`src/rtl/clk_div_bank.sv`:
```
// ---------------------------------------------------------------------------
// clk_div_bank
//
// Soft clock-divider bank. It derives CHANNELS divided square waves and
// one-cycle strobes from a single reference clock. Each channel has a
// runtime divide ratio and phase offset, set through a register write port.
// The extlock flag drops on every reconfiguration or standby exit. It stays
// low through a relock interval, and then all channels restart phase-aligned.
//
// Ports
//   refclk     in   1            sole clock, rising edge
//   reset      in   1            synchronous, active-high
//   stdby      in   1            standby request, level-sensitive
//   cfg_we     in   1            configuration write strobe
//   cfg_ch     in   CH_W         target channel (>= CHANNELS is ignored)
//   cfg_div    in   DIV_W        divide ratio (clamped to >= 2)
//   cfg_phase  in   DIV_W        phase offset (clamped to div-1)
//   clk_out    out  CHANNELS     divided clocks, registered
//   stb        out  CHANNELS     one pulse per period, registered
//   extlock    out  1            all channels running current config
// ---------------------------------------------------------------------------
module clk_div_bank #(
   parameter int                          CHANNELS    = 3,
   parameter int                          DIV_W       = 8,
   parameter logic [CHANNELS*DIV_W-1:0]   DEFAULT_DIV = {8'd124, 8'd42, 8'd20},
   parameter int                          LOCK_CYCLES = 16,
   localparam int                         CH_W        = (CHANNELS > 1) ? $clog2(CHANNELS) : 1
) (
   input  logic                  refclk,
   input  logic                  reset,
   input  logic                  stdby,
   input  logic                  cfg_we,
   input  logic [CH_W-1:0]       cfg_ch,
   input  logic [DIV_W-1:0]      cfg_div,
   input  logic [DIV_W-1:0]      cfg_phase,
   output logic [CHANNELS-1:0]   clk_out,
   output logic [CHANNELS-1:0]   stb,
   output logic                  extlock
);

   localparam int                LC_W     = $clog2(LOCK_CYCLES + 1);
   localparam logic [LC_W-1:0]   LOCK_MAX = LC_W'(LOCK_CYCLES);
   localparam logic [DIV_W-1:0]  ONE      = DIV_W'(1);
   localparam logic [DIV_W-1:0]  TWO      = DIV_W'(2);
   localparam logic [CH_W:0]     CH_LIM   = (CH_W + 1)'(CHANNELS);

   typedef enum logic [1:0] {
      ST_STBY,
      ST_WAIT,
      ST_LOCKED
   } state_t;

   // Divide ratio saturation: ratios below 2 cannot form a square wave.
   function automatic logic [DIV_W-1:0] sat_div(input logic [DIV_W-1:0] d);
      return (d < TWO) ? TWO : d;
   endfunction

   // Phase saturation against the already-clamped ratio.
   function automatic logic [DIV_W-1:0] sat_phase(input logic [DIV_W-1:0] p,
                                                  input logic [DIV_W-1:0] d);
      return (p >= d) ? (d - ONE) : p;
   endfunction

   state_t              state_q, state_d;
   logic [LC_W-1:0]     lock_cnt_q, lock_cnt_d;
   logic                enter_lock;
   logic                run;
   logic                cfg_valid;
   logic [DIV_W-1:0]    wr_div, wr_phase;

   logic [DIV_W-1:0]    div_q   [CHANNELS];
   logic [DIV_W-1:0]    phase_q [CHANNELS];
   logic [DIV_W-1:0]    cnt_q   [CHANNELS];
   logic [DIV_W-1:0]    cnt_nxt [CHANNELS];
   logic [DIV_W-1:0]    half    [CHANNELS];

   assign cfg_valid = cfg_we && ({1'b0, cfg_ch} < CH_LIM);
   assign wr_div    = sat_div(cfg_div);
   assign wr_phase  = sat_phase(cfg_phase, wr_div);

   // ---- configuration registers ----
   always_ff @(posedge refclk) begin
      if (reset) begin
         for (int i = 0; i < CHANNELS; i++) begin
            div_q[i]   <= DEFAULT_DIV[i*DIV_W +: DIV_W];
            phase_q[i] <= '0;
         end
      end else begin
         for (int i = 0; i < CHANNELS; i++) begin
            if (cfg_valid && (cfg_ch == CH_W'(i))) begin
               div_q[i]   <= wr_div;
               phase_q[i] <= wr_phase;
            end
         end
      end
   end

   // ---- lock FSM: state register ----
   always_ff @(posedge refclk) begin
      if (reset) begin
         state_q    <= ST_WAIT;
         lock_cnt_q <= '0;
      end else begin
         state_q    <= state_d;
         lock_cnt_q <= lock_cnt_d;
      end
   end

   // ---- lock FSM: next state ----
   // Standby wins the transition over a write; the write itself still lands
   // in the configuration registers above.
   always_comb begin
      state_d    = state_q;
      lock_cnt_d = lock_cnt_q;
      enter_lock = 1'b0;
      case (state_q)
         ST_STBY: begin
            if (!stdby) begin
               state_d    = ST_WAIT;
               lock_cnt_d = '0;
            end
         end
         ST_WAIT: begin
            if (stdby) begin
               state_d = ST_STBY;
            end else if (cfg_valid) begin
               lock_cnt_d = '0;
            end else if (lock_cnt_q == LOCK_MAX) begin
               state_d    = ST_LOCKED;
               enter_lock = 1'b1;
            end else begin
               lock_cnt_d = lock_cnt_q + 1'b1;
            end
         end
         ST_LOCKED: begin
            if (stdby) begin
               state_d = ST_STBY;
            end else if (cfg_valid) begin
               state_d    = ST_WAIT;
               lock_cnt_d = '0;
            end
         end
         default: begin
            state_d    = ST_WAIT;
            lock_cnt_d = '0;
         end
      endcase
   end

   // Counters advance only while the bank stays locked across the edge.
   assign run = (state_q == ST_LOCKED) && (state_d == ST_LOCKED);

   always_comb begin
      for (int i = 0; i < CHANNELS; i++) begin
         half[i]    = div_q[i] >> 1;
         cnt_nxt[i] = (cnt_q[i] == (div_q[i] - ONE)) ? '0 : (cnt_q[i] + ONE);
      end
   end

   // ---- channel counters ----
   // Every channel reloads its phase on the locking edge, so all channels
   // start aligned. Outside LOCKED the counters are simply held.
   always_ff @(posedge refclk) begin
      for (int i = 0; i < CHANNELS; i++) begin
         if (enter_lock) begin
            cnt_q[i] <= phase_q[i];
         end else if (run) begin
            cnt_q[i] <= cnt_nxt[i];
         end
      end
   end

   // ---- registered outputs ----
   // Outputs are decoded from the count value being loaded on the same edge.
   // This keeps clk_out/stb aligned with cnt_q while staying registered.
   always_ff @(posedge refclk) begin
      if (reset) begin
         clk_out <= '0;
         stb     <= '0;
         extlock <= 1'b0;
      end else begin
         extlock <= (state_d == ST_LOCKED);
         for (int i = 0; i < CHANNELS; i++) begin
            if (enter_lock) begin
               clk_out[i] <= (phase_q[i] < half[i]);
               stb[i]     <= (phase_q[i] == '0);
            end else if (run) begin
               clk_out[i] <= (cnt_nxt[i] < half[i]);
               stb[i]     <= (cnt_nxt[i] == '0);
            end else begin
               clk_out[i] <= 1'b0;
               stb[i]     <= 1'b0;
            end
         end
      end
   end

endmodule
```
`config.mk`:
```
export PLATFORM = sky130hd
export DESIGN_NAME = clk_div_bank
export DESIGN_NICKNAME = d
export VERILOG_FILES = /design/src/rtl/clk_div_bank.sv
export SDC_FILE = /design/constraint.sdc
export NUM_CORES = 1
export LEC_CHECK = 0
export BUFFER_PORTS_ARGS = -buffer_cell sky130_fd_sc_hd__buf_2
export CAP_MARGIN = 10
export CELL_PAD_IN_SITES_DETAIL_PLACEMENT = 0
export CELL_PAD_IN_SITES_GLOBAL_PLACEMENT = 1
export CORE_UTILIZATION = 45
export DETAILED_ROUTE_END_ITERATION = 7
export PLACE_DENSITY = 0.72
export SETUP_SLACK_MARGIN = 0.15
export SYNTH_ARGS = -nofsm -noshare
export SYNTH_HDL_FRONTEND = slang
export SYNTH_SLANG_ARGS = --single-unit
```
`constraint.sdc`:
```
create_clock -name refclk -period 4.1 [get_ports refclk]
set_input_delay 0.205 -clock refclk [delete_from_list [all_inputs] [get_ports refclk]]
set_output_delay 0.205 -clock refclk [all_outputs]
set_load 0.02 [all_outputs]
```
# Word level (Yosys, flattened, before mapping)
# Memory sizes are Yosys's and may differ from the RTL's.
# Cells that the tools add are included.
# word_totals
mem_bits_rw	72
register_bits	14
elab_cells	122
rom_bits	0
mem_count	3
output_inout_bits	7
latchBits	0
# classes
eq_ne	14
n_reduce_logical	14
add_sub_neg	8
div_mod_pow	0
n_lt_le_gt_ge	9
n_mux	60
mul	0
n_shift	0
n_bitwise	9
# memory_table
memory	words	width	read_ports	rd_clocked_by_memory_dff	wr	line_no	text
cnt_q	3	8	3	0	3	73	logic [DIV_W-1:0] cnt_q [CHANNELS];
div_q	3	8	3	0	3	71	logic [DIV_W-1:0] div_q [CHANNELS];
phase_q	3	8	3	0	3	72	logic [DIV_W-1:0] phase_q [CHANNELS];
# op_table
cell	n
two-way mux 8 bit	14
zero test 8 bit	6
less-than comparator 8 x 7 -> 1 bit	6
two-way mux 1 bit	32
subtractor 8 x 1 -> 8 bit (second input constant)	4
two-way mux 5 bit	6
adder 8 x 1 -> 8 bit (second input constant)	3
equality test 8 bit	3
one-hot mux 5 bit (3 select lines)	1
two-way mux 2 bit	6
bitwise OR 1 bit	9
greater-or-equal comparator 8 bit	1
less-than comparator 8 x 2 -> 1 bit (second input constant)	1
!= test 2 bit (second input constant)	4
equality test 2 bit (second input constant)	3
one-hot mux 2 bit (3 select lines)	1
adder 5 x 1 -> 5 bit (second input constant)	1
equality test 5 bit (second input constant)	1
logical AND 1 bit	5
AND reduction 5 bit	1
equality test 2 x 1 -> 1 bit (second input constant)	2
zero test 2 bit	2
!= test 3 bit (second input constant)	1
less-than comparator 2 bit (second input constant)	1

# Longest topological paths before layout
# Gate-level depths: netlist (run 1).
# depth
word_depth	11
ltp_mapped	15
mapped_depth_nobuf	14

# Worst setup path after synthesis (run 1)
# Ideal clock, no wire load.
# synth_timing
kind	reg-to-reg
from	memory div_q[2][0] (netlist: div_q[0][16])
to	register clk_out[2]
setup_time_ns	0.071
arrival_time_ns	3.089
required_ns	4.029
stages_incl_launch_ff	16
path_slack_ns	0.941
path_cell_list	edfxtp_1 -> inv_1 -> ha_1 -> nor3b_1 -> mux2i_1 -> a22oi_1 -> a221oi_2 -> buf_2 -> nor2_1 -> ha_1 -> o21a_1 -> o21a_1 -> o2111ai_1 -> o21a_1 -> o221ai_1 -> a21oi_1
# synth_lines
item	line_no	text
start, declared	71	
end signal, assigned by index	185	clk_out[i] <= (phase_q[i] < half[i]);
end signal, assigned by index	188	clk_out[i] <= (cnt_nxt[i] < half[i]);
end, declared	36	output logic [CHANNELS-1:0] clk_out,

==> summary.txt, run 1 <==
run status -> complete, no violations
skew final -> 0.008901 ns
crit share post-route -> 0.8542
layout cell share with drive strength beyond 1 -> 0.1084
CP required -> 4.37 ns
R2R cell count -> 15
pwr dens -> 342.7 nW/um2
total of max-cap violations -> 0
VDD IR max -> 198.3 uV
CTS buffer count -> 9
largest net degree at the start of global routing -> 29
worst hold start -> cfg_div[6]
ys async rst share -> 0
Tot GR Track Use -> 0.2275
Net Switching -> 0.5914 mW
Mapped Avg Cell Area -> 9.880 um2
post-place setup slack -> 0.6339 ns
fin. max-slew vios -> 0
LEAKAGE -> 2.548 nW
worst path arrival time -> 3.78 ns
FF+latch area -> 2442 um2
CTS sink cnt -> 86
FMAX -> 285.5 MHz
Critical Path Fanout Max -> 13
slew margin rel. -> 0.3998
DR pass1 iterations -> 5
Post-Syn Nets -> 663
number of synthesized flops with an enable pin -> 72
Max Buffers Root-to-Sink -> 2
synth-to-layout area growth -> 10.51%
worst hold slack -> 0.2647 ns
CTS tree -> built
DRC viols -> 0
sequential fraction of the synthesis area -> 0.4204
non-filler instance count after layout -> 790
Slew @ Worst Pin -> 0.8776 ns
worst min-delay path class -> in -> reg
# nets final -> 688
met1 GRT Util -> 0.3137
die width -> 115.6 um
Die H -> 115.6 um
antenna viol nets, final -> 0
CTS root buf -> clkbuf_16
grt total ovfl -> 0
combinational power share -> 0.141
first-pass GRT wire length -> 22,830 um
dpl cells -> 774
final setup fails -> 0
ys flop type -> edfxtp_1
WL/cell -> 18.03 um
Syn Inst Count -> 588
element type at the critical path end -> flop
clk slew on worst S/H paths -> 0.06 ns
Syn. warnings -> 0
IO buf count -> 28
die area -> 13,370 um2
Seq pwr share -> 0.483
via count -> 4,627
Hold Path Depth -> 3
Period minus WS final -> 3.502 ns
initial DRC count -> 311
hold_buf cts -> 0
post-CTS resize count -> 0
post-DP HPWL -> 10,910 um
RSZ-0062 raised after global routing -> false
number of antenna violations at the first check in global routing -> 0
fin worst setup slack -> 0.5980 ns
vias in the first global route -> 4,425
global routing usage on met2 -> 0.3565
GRT Max-Usage Layer -> met2
TNS Setup -> 0 ns
# rows -> 41
I/O pins -> 29
crit path launch type -> flop
cell internal pwr -> 1.609 mW
setup bufs post-CTS -> 0
FILL cells -> 1,208
Total Wirelength -> 14,240 um
reg2reg setup slack -> 0.60 ns
Multi-input gate area -> 3119 um2
Worst Hold End -> div_q[0][22]$_SDFFCE_PN1P_
critical path type -> reg -> reg
Initial Util -> 0.4603
switching share of power -> 0.2688
distinct cell type count after synthesis -> 62
Crit Reg-Reg Endpoint -> clk_out[2]$_SDFF_PP0_
Core ar. -> 12,620 um2
synthesized flop and latch total -> 86
n_diodes -> 0
reg2reg start -> div_q[0][17]$_DFFE_PP_
clock network fraction of total power -> 0.375
GP Congestion -> 0.8811
Fin. Hold Viols -> 0
via/cell ratio -> 5.857
clock latency on the worst-skew pair -> 0.35 ns
mapped cell area -> 5809 um2
GRT met3 Usage -> 0.04655
H-tree depth -> 3
## how the worst max path moves through the flow
stage | cells past startpoint | to | from | slack [ns]
after CTS | 15 | clk_out[2]$_SDFF_PP0_ | div_q[0][17]$_DFFE_PP_ | 0.63
after global routing | 15 | clk_out[2]$_SDFF_PP0_ | div_q[0][16]$_DFFE_PP_ | 0.31
after detailed placement | 15 | clk_out[2]$_SDFF_PP0_ | div_q[0][17]$_DFFE_PP_ | 0.63
final | 15 | clk_out[2]$_SDFF_PP0_ | div_q[0][17]$_DFFE_PP_ | 0.60
after floorplan | 15 | clk_out[2]$_SDFF_PP0_ | div_q[0][16]$_DFFE_PP_ | 0.94
after global placement | 12 | phase_q[0][9]$_DFFE_PP_ | cfg_div[4] | 0.60
## power groups by stage
stage          logic, mW  clock network (mW)  registers (mW)
2_1_floorplan      0.226                   0            1.06
3_3_place_gp       0.298                   0            1.08
4_1_cts            0.308               0.843            1.06
6_report           0.311               0.826            1.06
3_5_place_dp       0.306                   0            1.08
5_1_grt            0.353               0.880            1.07
## state kept, by name, indices dropped and copies added (netlist names)
name and cells:
cnt_q 24, clk_out 3, stb 3, div_q 24
phase_q 24, extlock 1, lock_cnt_q 5, state_q 2
## synth_stat cells (4+ instances only)
library cell,number,area [um2]
o21ai_0,14,70.07
ha_1,53,663.1
o211ai_1,4,30.03
xor2_1,16,140.1
nand4_1,6,37.54
nand2b_1,9,56.30
nor3b_1,4,30.03
a21oi_1,21,105.1
or2_2,4,25.02
a31oi_1,7,43.79
a21o_1,10,75.07
nor2b_1,8,50.05
and2_1,4,25.02
o21a_1,6,45.04
nand3_1,16,80.08
clkbuf_1,14,52.55
a2111oi_0,4,35.03
nor4_1,8,50.05
or4_1,4,30.03
nor2_1,47,176.4
and3b_1,5,43.79
o31ai_1,22,165.2
dfxtp_1,14,280.3
xnor2_1,36,315.3
o2111ai_1,4,35.03
inv_1,46,172.7
nor3_1,26,130.1
nand2_1,43,161.4
edfxtp_1,72,2162
a211oi_1,7,52.55
## routing by layer
layer | part of all wire | vias to the layer above
met5 | 0 | -
met4 | 0.021 | 0
met3 | 0.044 | 22
met2 | 0.45 | 120
met1 | 0.48 | 2257
li1 | - | 2228
## critical path: stages, from the launching register on
cell and delay [ns]:
edfxtp_1 0.41, inv_1 0.12, ha_1 0.18, nor3b_1 0.45, mux2i_1 0.25, a22oi_1 0.10, a221oi_2 0.32, buf_4 0.24
nor2b_1 0.07, ha_1 0.27, o21a_1 0.19, o21a_1 0.18, o2111ai_1 0.22, o21a_1 0.14, o221ai_1 0.11, a21oi_1 0.17
## metrics by stage
stage / total power, mW / util / instance area [um2]
CTS: 2.213 / 0.5087 / 6420
detailed placement: 1.387 / 0.4849 / 6120
floorplan: 1.284 / - / 5809
finish: 2.200 / 0.5087 / 6420
global route: 2.301 / 0.5087 / 6420
global placement: 1.377 / 0.4849 / 6120
## layout by cell type, fill, tap and decap left out, types with 5 or more instances in the layout
master	instances
edfxtp_1	72
buf_2	28
a211oi_1	7
dfxtp_1	14
nor4_1	8
a21oi_1	21
nand3_1	16
nor2_1	47
o21ai_0	14
ha_1	53
a31oi_1	7
and3b_1	5
inv_1	46
nand2b_1	9
xnor2_1	36
nand4_1	6
a21o_1	10
clkbuf_16	9
o31ai_1	22
nand2_1	43
nor3_1	26
nor2b_1	8
xor2_1	16
o21a_1	6
## cell type report
| type | instances | area share |
|---|---|---|
| clock inverters | 7 | 0.01169 |
| flip-flops and latches | 86 | 0.3804 |
| multi-input cells | 438 | 0.4859 |
| inverters | 46 | 0.02690 |
| repair buffers | 32 | 0.02651 |
| well taps | 172 | 0.03352 |
| clock buffers | 9 | 0.03508 |
## logic make-up (layout without fill, tap and decap cells)
| family | Yosys count | in the layout | share of synthesized area |
|---|---|---|---|
| adders and majority gates | 53 | 53 | 0.1142 |
| muxes | 5 | 5 | 0.009261 |
| and+or+nand+nor | 206 | 206 | 0.1869 |
| buffers and inverters | 64 | 94 | 0.04265 |
| xor gates and xnor gates | 52 | 52 | 0.07840 |
| AOI/OAI and AO/OA | 122 | 122 | 0.1482 |
| DFF | 86 | 86 | 0.4204 |
(Power assumes the default switching activity.)
==> inputs of run 2 (changes only) <==
--- a/config.mk
+++ b/config.mk
@@ -9,9 +9,9 @@
 export CAP_MARGIN = 10
 export CELL_PAD_IN_SITES_DETAIL_PLACEMENT = 0
 export CELL_PAD_IN_SITES_GLOBAL_PLACEMENT = 1
-export CORE_UTILIZATION = 45
+export CORE_UTILIZATION = 44
 export DETAILED_ROUTE_END_ITERATION = 7
-export PLACE_DENSITY = 0.72
+export PLACE_DENSITY = 0.73
 export SETUP_SLACK_MARGIN = 0.15
 export SYNTH_ARGS = -nofsm -noshare
 export SYNTH_HDL_FRONTEND = slang
==> constraint.sdc (replaced) <==
create_clock -name refclk -period 3.15 [get_ports refclk]
set_input_delay 0.1575 -clock refclk [delete_from_list [all_inputs] [get_ports refclk]]
set_output_delay 0.1575 -clock refclk [all_outputs]
set_load 0.02 [all_outputs]
==> run 2 against run 1 <==
Sequential power increased by 29%; maximum frequency increased by 14%; global-route usage increased by 0.27 points; cell area increased by 10%; via count increased by 2.0%; clock power increased by 42%; sequential share of layout area decreased by 3.4 points; critical endpoint is now clk_out[0]$_SDFF_PP0_; first-iteration DRC count increased by 3.2%; non-clock buffer count increased by 47.
==> summary.txt, run 2 (same netlist as run 1, synthesis figures left out) <==
fin. max-slew vios -> 0
clk slew on worst S/H paths -> 0.07 ns
# nets final -> 736
met2 wire length -> 6982 um
worst hold start -> cfg_div[6]
Die H -> 116.9 um
I/O pins -> 29
Initial Util -> 0.4566
H-tree depth -> 3
element type at the critical path end -> flop
CTS sink cnt -> 86
vias in the first global route -> 4,475
FMAX -> 324.5 MHz
via/cell ratio -> 5.634
switching share of power -> 0.2656
DRC viols -> 0
crit path from -> div_q[0][0]$_DFFE_PP_
clock latency on the worst-skew pair -> 0.35 ns
Slew @ Worst Pin -> 0.9393 ns
RSZ-0062 raised after global routing -> true
Period minus WS final -> 3.082 ns
LEAKAGE -> 2.887 nW
final setup fails -> 0
antenna viol nets, final -> 0
total of max-cap violations -> 0
Tot GR Track Use -> 0.2302
CTS buffer count -> 9
n_diodes -> 0
dpl cells -> 801
DRT met1 WL -> 7134 um
fin worst setup slack -> 0.06795 ns
post-DP HPWL -> 11,160 um
critical path type -> reg -> reg
IO buf count -> 28
crit path launch type -> flop
worst min-delay path class -> in -> reg
design area -> 7059 um2
Max Buffers Root-to-Sink -> 2
Critical Path Fanout Max -> 7
run status -> complete, no violations
uppermost layer routed -> met4
grt total ovfl -> 0
Seq pwr share -> 0.451
combinational power share -> 0.165
met3 wire length -> 631 um
non-filler instance count after layout -> 838
CTS tree -> built
slew margin rel. -> 0.3723
number of antenna violations at the first check in global routing -> 0
synth-to-layout area growth -> 21.52%
# rows -> 41
worst path arrival time -> 3.31 ns
WL/cell -> 17.98 um
clock network fraction of total power -> 0.385
first-pass GRT wire length -> 23,270 um
initial DRC count -> 321
layout cell share with drive strength beyond 1 -> 0.2282
largest net degree at the start of global routing -> 32
crit share post-route -> 0.9784
total power -> 3.044 mW
hold_buf cts -> 0
largest registers -> cnt_q: 24 flops, div_q: 24 flops, phase_q: 24 flops
CTS root buf -> clkbuf_16
post-place setup slack -> -0.008072 ns
Core ar. -> 12,720 um2
cell internal pwr -> 2.235 mW
DR pass1 iterations -> 4
GP Congestion -> 0.8753
reg2reg start -> div_q[0][0]$_DFFE_PP_
CP required -> 3.38 ns
die width -> 116.9 um
Fin. Hold Viols -> 0
die area -> 13,670 um2
pwr dens -> 431.2 nW/um2
Net Switching -> 0.8083 mW
skew final -> 0.005436 ns
commonest non-fill, non-tap cell in the layout -> edfxtp_1
VDD IR max -> 382.6 uV
worst hold slack -> 0.2026 ns
DP Area -> 6375 um2
via count -> 4,721
most frequent cells in the layout -> 72 x edfxtp_1, 52 x ha_1, 49 x buf_4
Total Wirelength -> 15,060 um
-- run 2: per-layer routing --
metal / global-route usage / vias to the layer above
met1: 0.3217 / 2247
li1: - / 2328
met5: 0 / -
met3: 0.03862 / 24
met2: 0.3633 / 122
met4: 0.07764 / 0
-- run 2: repair_timing --
action | in CTS | in global routing
endpoints found under the hold margin | 0 | 0
pin swaps | 5 | 21
resized for setup | 11 | 33
setup buffers | 7 | 13
gates cloned | 0 | 1
setup endpoints to repair | 3 | 19
-- run 2: metrics by stage --
| stage | setup TNS [ns] | utilization |
|---|---|---|
| after floorplan | 0 | - |
| after global routing | -0.1565 | 0.5549 |
| final | 0 | 0.5549 |
| after detailed placement | -0.008072 | 0.5011 |
| after CTS | 0 | 0.5344 |
| after global placement | 0 | 0.5011 |
-- run 2: final timing paths --
check | slack (ns) | end | cells after the start
worst max-delay path | 0.07 | clk_out[0]$_SDFF_PP0_ | 12
worst min-delay path | 0.20 | div_q[0][22]$_SDFFCE_PN1P_ | 3
worst max register to register | 0.07 | clk_out[0]$_SDFF_PP0_ | 12
worst min register to register | 0.54 | lock_cnt_q[4]$_SDFFE_PP0P_ | 2
-- run 2: cell type report --
type                    instances  area, um2
clock buffers                   9      225.2
clock inverters                 7      102.6
fillers                      1188       5663
inverters                      46      172.7
multi-input cells             439       3362
flip-flops and latches         86       2442
well taps                     172      215.2
repair buffers                 79      539.3
-- run 2: power by group through the flow --
stage | clock network [mW] | registers (mW) | logic (mW)
floorplan | 0 | 1.38 | 0.301
global placement | 0 | 1.39 | 0.428
detailed placement | 0 | 1.40 | 0.440
CTS | 1.20 | 1.37 | 0.454
global route | 1.25 | 1.38 | 0.558
finish | 1.17 | 1.37 | 0.501
-- run 2: worst max-delay path, cell delays in order, from the launching register on --
cell and delay (ns):
edfxtp_1 0.40, or4_1 0.55, or4_1 0.52, nand3_1 0.11, and4_4 0.28, buf_4 0.15, nor2_1 0.05, ha_1 0.27
o21ai_0 0.07, a22oi_1 0.19, nand4_1 0.11, a31oi_1 0.16, o21ai_1 0.11
